$ cat src/rtl/core_defs_pkg.sv
// rtl/core_defs_pkg.sv - shared RV32I core widths, ALU op codes and bubble values
package core_defs_pkg;

   localparam int XLEN       = 32;
   localparam int REG_ADDR_W = 5;

   localparam logic [3:0] ALU_AND  = 4'b0000;
   localparam logic [3:0] ALU_OR   = 4'b0001;
   localparam logic [3:0] ALU_ADD  = 4'b0010;
   localparam logic [3:0] ALU_SUB  = 4'b0110;
   localparam logic [3:0] ALU_SLT  = 4'b0111;
   localparam logic [3:0] ALU_XOR  = 4'b1000;
   localparam logic [3:0] ALU_SLL  = 4'b1001;
   localparam logic [3:0] ALU_SLTU = 4'b1010;
   localparam logic [3:0] ALU_SRL  = 4'b1011;
   localparam logic [3:0] ALU_SRA  = 4'b1100;

   // A bubble is all-zero except the ALU op, so an idle ALU computes 0 + 0.
   localparam logic [3:0] BUBBLE_ALU_CONTROL = ALU_ADD;

   typedef enum logic [1:0] {
      FWD_REG = 2'b00,
      FWD_WB  = 2'b01,
      FWD_EXM = 2'b10
   } fwd_sel_e;

endpackage

$ cat src/rtl/forward_unit.sv
// rtl/forward_unit.sv - EX/MEM and MEM/WB bypass select for two source registers
module forward_unit
   import core_defs_pkg::*;
#(
   parameter int REG_ADDR_W = core_defs_pkg::REG_ADDR_W
) (
   input  logic [REG_ADDR_W-1:0] rs1_i,
   input  logic [REG_ADDR_W-1:0] rs2_i,
   input  logic [REG_ADDR_W-1:0] exm_rd_i,
   input  logic                  exm_reg_write_i,
   input  logic [REG_ADDR_W-1:0] wb_rd_i,
   input  logic                  wb_reg_write_i,
   output fwd_sel_e              rs1_sel_o,
   output fwd_sel_e              rs2_sel_o
);

   logic exm_live;
   logic wb_live;

   // x0 is hardwired to zero, so a write to it must never be bypassed.
   assign exm_live = exm_reg_write_i && (exm_rd_i != '0);
   assign wb_live  = wb_reg_write_i && (wb_rd_i != '0);

   always_comb begin
      rs1_sel_o = FWD_REG;
      rs2_sel_o = FWD_REG;
      if (exm_live && (exm_rd_i == rs1_i))     rs1_sel_o = FWD_EXM;
      else if (wb_live && (wb_rd_i == rs1_i))  rs1_sel_o = FWD_WB;
      if (exm_live && (exm_rd_i == rs2_i))     rs2_sel_o = FWD_EXM;
      else if (wb_live && (wb_rd_i == rs2_i))  rs2_sel_o = FWD_WB;
   end

endmodule

$ cat src/rtl/id_ex_operand_stage.sv
// rtl/id_ex_operand_stage.sv - ID/EX register, operand forwarding and load-use stall
module id_ex_operand_stage
   import core_defs_pkg::*;
#(
   parameter int XLEN       = core_defs_pkg::XLEN,
   parameter int REG_ADDR_W = core_defs_pkg::REG_ADDR_W
) (
   input  logic                  clk,
   input  logic                  reset,
   input  logic                  id_valid,
   input  logic [XLEN-1:0]       id_pc,
   input  logic [REG_ADDR_W-1:0] id_rs1,
   input  logic [REG_ADDR_W-1:0] id_rs2,
   input  logic [REG_ADDR_W-1:0] id_rd,
   input  logic [XLEN-1:0]       id_rs1_data,
   input  logic [XLEN-1:0]       id_rs2_data,
   input  logic [XLEN-1:0]       id_imm,
   input  logic [3:0]            id_alu_control,
   input  logic                  id_alu_src,
   input  logic                  id_a_sel_pc,
   input  logic                  id_reg_write,
   input  logic                  id_mem_read,
   input  logic                  id_mem_write,
   input  logic                  flush,
   input  logic                  ex_stall,
   input  logic [REG_ADDR_W-1:0] exm_rd,
   input  logic                  exm_reg_write,
   input  logic [XLEN-1:0]       exm_result,
   input  logic [REG_ADDR_W-1:0] wb_rd,
   input  logic                  wb_reg_write,
   input  logic [XLEN-1:0]       wb_data,
   output logic [XLEN-1:0]       alu_a,
   output logic [XLEN-1:0]       alu_b,
   output logic [3:0]            alu_control,
   output logic [XLEN-1:0]       ex_store_data,
   output logic [XLEN-1:0]       ex_pc,
   output logic [REG_ADDR_W-1:0] ex_rd,
   output logic                  ex_reg_write,
   output logic                  ex_mem_read,
   output logic                  ex_mem_write,
   output logic                  ex_valid,
   output logic                  hazard_stall
);

   typedef struct packed {
      logic                  valid;
      logic [XLEN-1:0]       pc;
      logic [REG_ADDR_W-1:0] rs1;
      logic [REG_ADDR_W-1:0] rs2;
      logic [REG_ADDR_W-1:0] rd;
      logic [XLEN-1:0]       rs1_data;
      logic [XLEN-1:0]       rs2_data;
      logic [XLEN-1:0]       imm;
      logic [3:0]            alu_control;
      logic                  alu_src;
      logic                  a_sel_pc;
      logic                  reg_write;
      logic                  mem_read;
      logic                  mem_write;
   } stage_t;

   stage_t   stage_q, stage_d, bubble, incoming;
   fwd_sel_e rs1_sel, rs2_sel;
   logic [XLEN-1:0] fwd_rs1, fwd_rs2;

   always_comb begin
      bubble             = '0;
      bubble.alu_control = BUBBLE_ALU_CONTROL;
   end

   always_comb begin
      incoming = '{valid: id_valid, pc: id_pc, rs1: id_rs1, rs2: id_rs2, rd: id_rd,
                   rs1_data: id_rs1_data, rs2_data: id_rs2_data, imm: id_imm,
                   alu_control: id_alu_control, alu_src: id_alu_src,
                   a_sel_pc: id_a_sel_pc, reg_write: id_reg_write,
                   mem_read: id_mem_read, mem_write: id_mem_write};
   end

   // Only the instruction in EX can be a pending load; the bubble it causes clears it.
   always_comb begin
      hazard_stall = 1'b0;
      if (!reset && !flush && stage_q.valid && stage_q.mem_read && (stage_q.rd != '0) &&
          id_valid && ((stage_q.rd == id_rs1) || (stage_q.rd == id_rs2)))
         hazard_stall = 1'b1;
   end

   always_comb begin
      stage_d = incoming;
      if (reset || flush)     stage_d = bubble;
      else if (ex_stall)      stage_d = stage_q;
      else if (hazard_stall)  stage_d = bubble;
   end

   always_ff @(posedge clk) begin
      stage_q <= stage_d;
   end

   forward_unit #(.REG_ADDR_W(REG_ADDR_W)) u_forward_unit (
      .rs1_i           (stage_q.rs1),
      .rs2_i           (stage_q.rs2),
      .exm_rd_i        (exm_rd),
      .exm_reg_write_i (exm_reg_write),
      .wb_rd_i         (wb_rd),
      .wb_reg_write_i  (wb_reg_write),
      .rs1_sel_o       (rs1_sel),
      .rs2_sel_o       (rs2_sel)
   );

   always_comb begin
      case (rs1_sel)
         FWD_EXM: fwd_rs1 = exm_result;
         FWD_WB:  fwd_rs1 = wb_data;
         default: fwd_rs1 = stage_q.rs1_data;
      endcase
      case (rs2_sel)
         FWD_EXM: fwd_rs2 = exm_result;
         FWD_WB:  fwd_rs2 = wb_data;
         default: fwd_rs2 = stage_q.rs2_data;
      endcase
   end

   assign alu_a         = stage_q.a_sel_pc ? stage_q.pc  : fwd_rs1;
   assign alu_b         = stage_q.alu_src  ? stage_q.imm : fwd_rs2;
   assign ex_store_data = fwd_rs2;
   assign alu_control   = stage_q.alu_control;
   assign ex_pc         = stage_q.pc;
   assign ex_rd         = stage_q.rd;
   assign ex_reg_write  = stage_q.reg_write;
   assign ex_mem_read   = stage_q.mem_read;
   assign ex_mem_write  = stage_q.mem_write;
   assign ex_valid      = stage_q.valid;

endmodule

$ cat config.mk
export PLATFORM = sky130hd
export DESIGN_NAME = id_ex_operand_stage
export DESIGN_NICKNAME = d
export VERILOG_FILES = /design/src/rtl/core_defs_pkg.sv /design/src/rtl/forward_unit.sv /design/src/rtl/id_ex_operand_stage.sv
export SDC_FILE = /design/constraint.sdc
export NUM_CORES = 1
export LEC_CHECK = 0
export ABC_AREA = 1
export CORE_ASPECT_RATIO = 0.8
export CORE_MARGIN = 4
export CORE_UTILIZATION = 40
export DETAILED_ROUTE_END_ITERATION = 8
export GPL_ROUTABILITY_DRIVEN = 0
export HOLD_SLACK_MARGIN = 0.03
export PLACE_DENSITY = 0.76
export RECOVER_POWER = 100
export SLEW_MARGIN = 5
export SYNTH_ARGS = -nofsm -noshare
export SYNTH_HDL_FRONTEND = slang
export SYNTH_SLANG_ARGS = --single-unit
$ cat constraint.sdc
create_clock -name clk -period 3.1 [get_ports clk]
set_input_delay 0.465 -clock clk [delete_from_list [all_inputs] [get_ports clk]]
set_output_delay 0.465 -clock clk [all_outputs]
set_load 0.02 [all_outputs]
==> qor.txt <==
Die X: 176 um
Period minus WS final: 2980 ps
status: complete, but fails checks
Worst path slowest cell: clkdlybuf4s50_1
number of fill cells: 2095
Post-synth EDFFs: 0
worst hold path startpoint: stage_q[60]
CP max FO: 32
vias in the first global route: 10100
DP Area: 12800 um^2
initial antenna violation count: 2
H-Tree Depth: 4
Min Hold Slack: 547 ps
Max Fclk: 336 MHz
final slew viol count: 154
P_leak: 6.39 nW
Reg-to-Reg End: stage_q[4]
post-DP HPWL: 27700 um
clk_lat worst skew: 430 ps
fin crit share: 0.960
final core utilization: 0.605
most frequent cells in the layout: nand2_1, nand3_1, clkdlybuf4s50_1
Final Hold Vio Count: 0
I/O pin cnt: 375
Buffers on Ports: 374
yosys warns: 0
final WL: 37600 um
die height: 143 um
Max Cap Viol: 1
async set-reset flop share out of synthesis: 0
Starting Density: 0.413
average cell area after synthesis: 6.47 um^2
first-pass GRT wire length: 56800 um
post-route ant nets: 0
HP Class: reg2reg
WS Path Type: in2out
share of the yosys chip area belonging to registers: 0.339
sequence of cells on the critical path: clkdlybuf4s50_1 > inv_1 > nand2_1 > nand2_1 > nor2_1 > nand3_1 > nor2_4 > buf_12 > nand3_1 > nand3_1 > nand2_1 > nand2_1 > dlygate4sd2_1
commonest non-fill, non-tap cell in the layout: nand2_1
clock root buffer: clkbuf_16
crit-path max cell delay: 570 ps
clock sink total: 153
syn nets: 1631
drt first pass iters: 5
Cells after Synth: 1398
CTS Hold Buffers Added: 0
r2r setup slk: 400 ps
Tot GR Track Use: 0.286
Req. time, crit path: 2630 ps
DRC Markers: 0
Rel. slew slack: -0.0847
final setup fails: 0
worst vdd ir: 0.000285 V
Inserted Clock Buffers: 17
Yosys cell types: 30
Clock transition at path regs: 70 ps
total power draw: 5.51 mW
# nets final: 1908
via/cell ratio: 5.35
wire length per cell: 18.9 um
Vias: 10600
share of layout cells above drive strength 1: 0.0746
placed cell count: 1956
clock buffer depth: 2
Worst Tran Pin Value: 1630 ps
CTS tree: built
Die Area: 25100 um^2
Setup crit start kind: primary input
fin cells: 1990
Critical Path AT: 2510 ps
Crit. End Element: primary output
ys flop type: dfxtp_1
core area: 21900 um^2
RSZ-0062 raised after global routing: no
failing checks: capacitance limit, slew limit
Bufs and invs on worst path: 4
synth-to-layout area growth: 46.5%
Worst Hold Depth: 2
Hold EP: stage_q[60]
Post-CTS Setup Inserts: 0
# rows: 48
1st-iter DRT viols: 1029
largest net degree at the start of global routing: 154
worst r2r src: ex_rd[1]
Critical Path Start: wb_rd[0]
Design Area, Final: 13300 um^2
final clock skew: 15.8 ps
Congestion Overflow GR: 0
Worst Reg-to-Reg Cells: 9
Seq cells post-synth: 153
pwr dens: 416 nW/um^2
synthesized area: 9050 um^2
Top cell by count, worst path: nand2_1
CP delay by family, top: buffers and inverters
## state kept, by name (all words and copies together), names as in the netlist
| name | flops |
|---|---|
| alu_control | 4 |
| ex_valid | 1 |
| ex_pc | 32 |
| stage_q | 108 |
| ex_mem_read | 1 |
| ex_mem_write | 1 |
| ex_rd | 5 |
| ex_reg_write | 1 |
## worst max-delay path by stage
stage,endpoint,slack [ps],cells past startpoint
after floorplan,alu_b[10],980,7
after global placement,alu_b[19],-150,11
after detailed placement,alu_b[19],-160,10
after CTS,ex_store_data[2],70,11
after global routing,alu_b[21],0.9,13
final,alu_b[18],120,13
## kinds of logic (layout without fill, tap and decap cells)
family / Yosys count / count (layout) / synth area share
xor gates and xnor gates: 23 / 23 / 0.0223
buffers and inverters: 245 / 535 / 0.133
AOI/OAI and AO/OA: 306 / 306 / 0.169
DFF: 153 / 153 / 0.339
other: 0 / 2 / 0
and+or+nand+nor: 671 / 671 / 0.337
## layout make-up
class	count	area, um^2	share of cell area
clock buffer	17	425	0.0321
sequential	153	3060	0.231
antenna	2	5.00	0.000378
clock inverter	15	181	0.0137
tap	300	375	0.0283
inverter	87	337	0.0254
multi-input combinational	1000	4810	0.363
timing repair buffer	416	4060	0.306
## synthesized netlist by cell type (14+ instances only)
cell	number	area, um^2
nand2_1	346	1300
or2_2	32	200
inv_1	82	308
clkbuf_1	63	236
nor2_1	14	52.6
a21oi_1	154	771
buf_4	41	308
buf_2	40	200
nand3_1	231	1160
dfxtp_1	153	3060
nand4_1	32	200
o21ai_0	152	761
## routing by layer
layer	global-route usage	vias up	share of wire
li1	-	5153	-
met1	0.352	4919	0.39
met2	0.489	489	0.49
met3	0.0815	74	0.097
met4	0.0906	2	0.028
met5	0	-	0.00035
## through the flow
step                TNS [ps]  worst slack (ps)
global placement       -7640              -145
CTS                        0              73.6
finish                     0               123
detailed placement     -7070              -156
global route               0             0.890
floorplan                  0               979
## worst reg2reg max path, cell delays in order, from the launching register on
cell and delay, ps:
dfxtp_1 500, inv_1 80, nor2_1 90, nor3_1 70
nand3_1 60, nand2_1 120, nand2_8 90, buf_4 1160
nand2_1 280, a21oi_1 190
## timing repair
action	in CTS	in global routing
resized for setup	97	38
pin swaps	0	0
setup endpoints to repair	96	59
## where the power goes
| group | switching [mW] | internal [mW] |
|---|---|---|
| combinational | 0.663 | 0.570 |
| clock | 1.01 | 1.16 |
| sequential | 0.0595 | 2.05 |
Note: power is estimated with default switching activity, not from simulation.
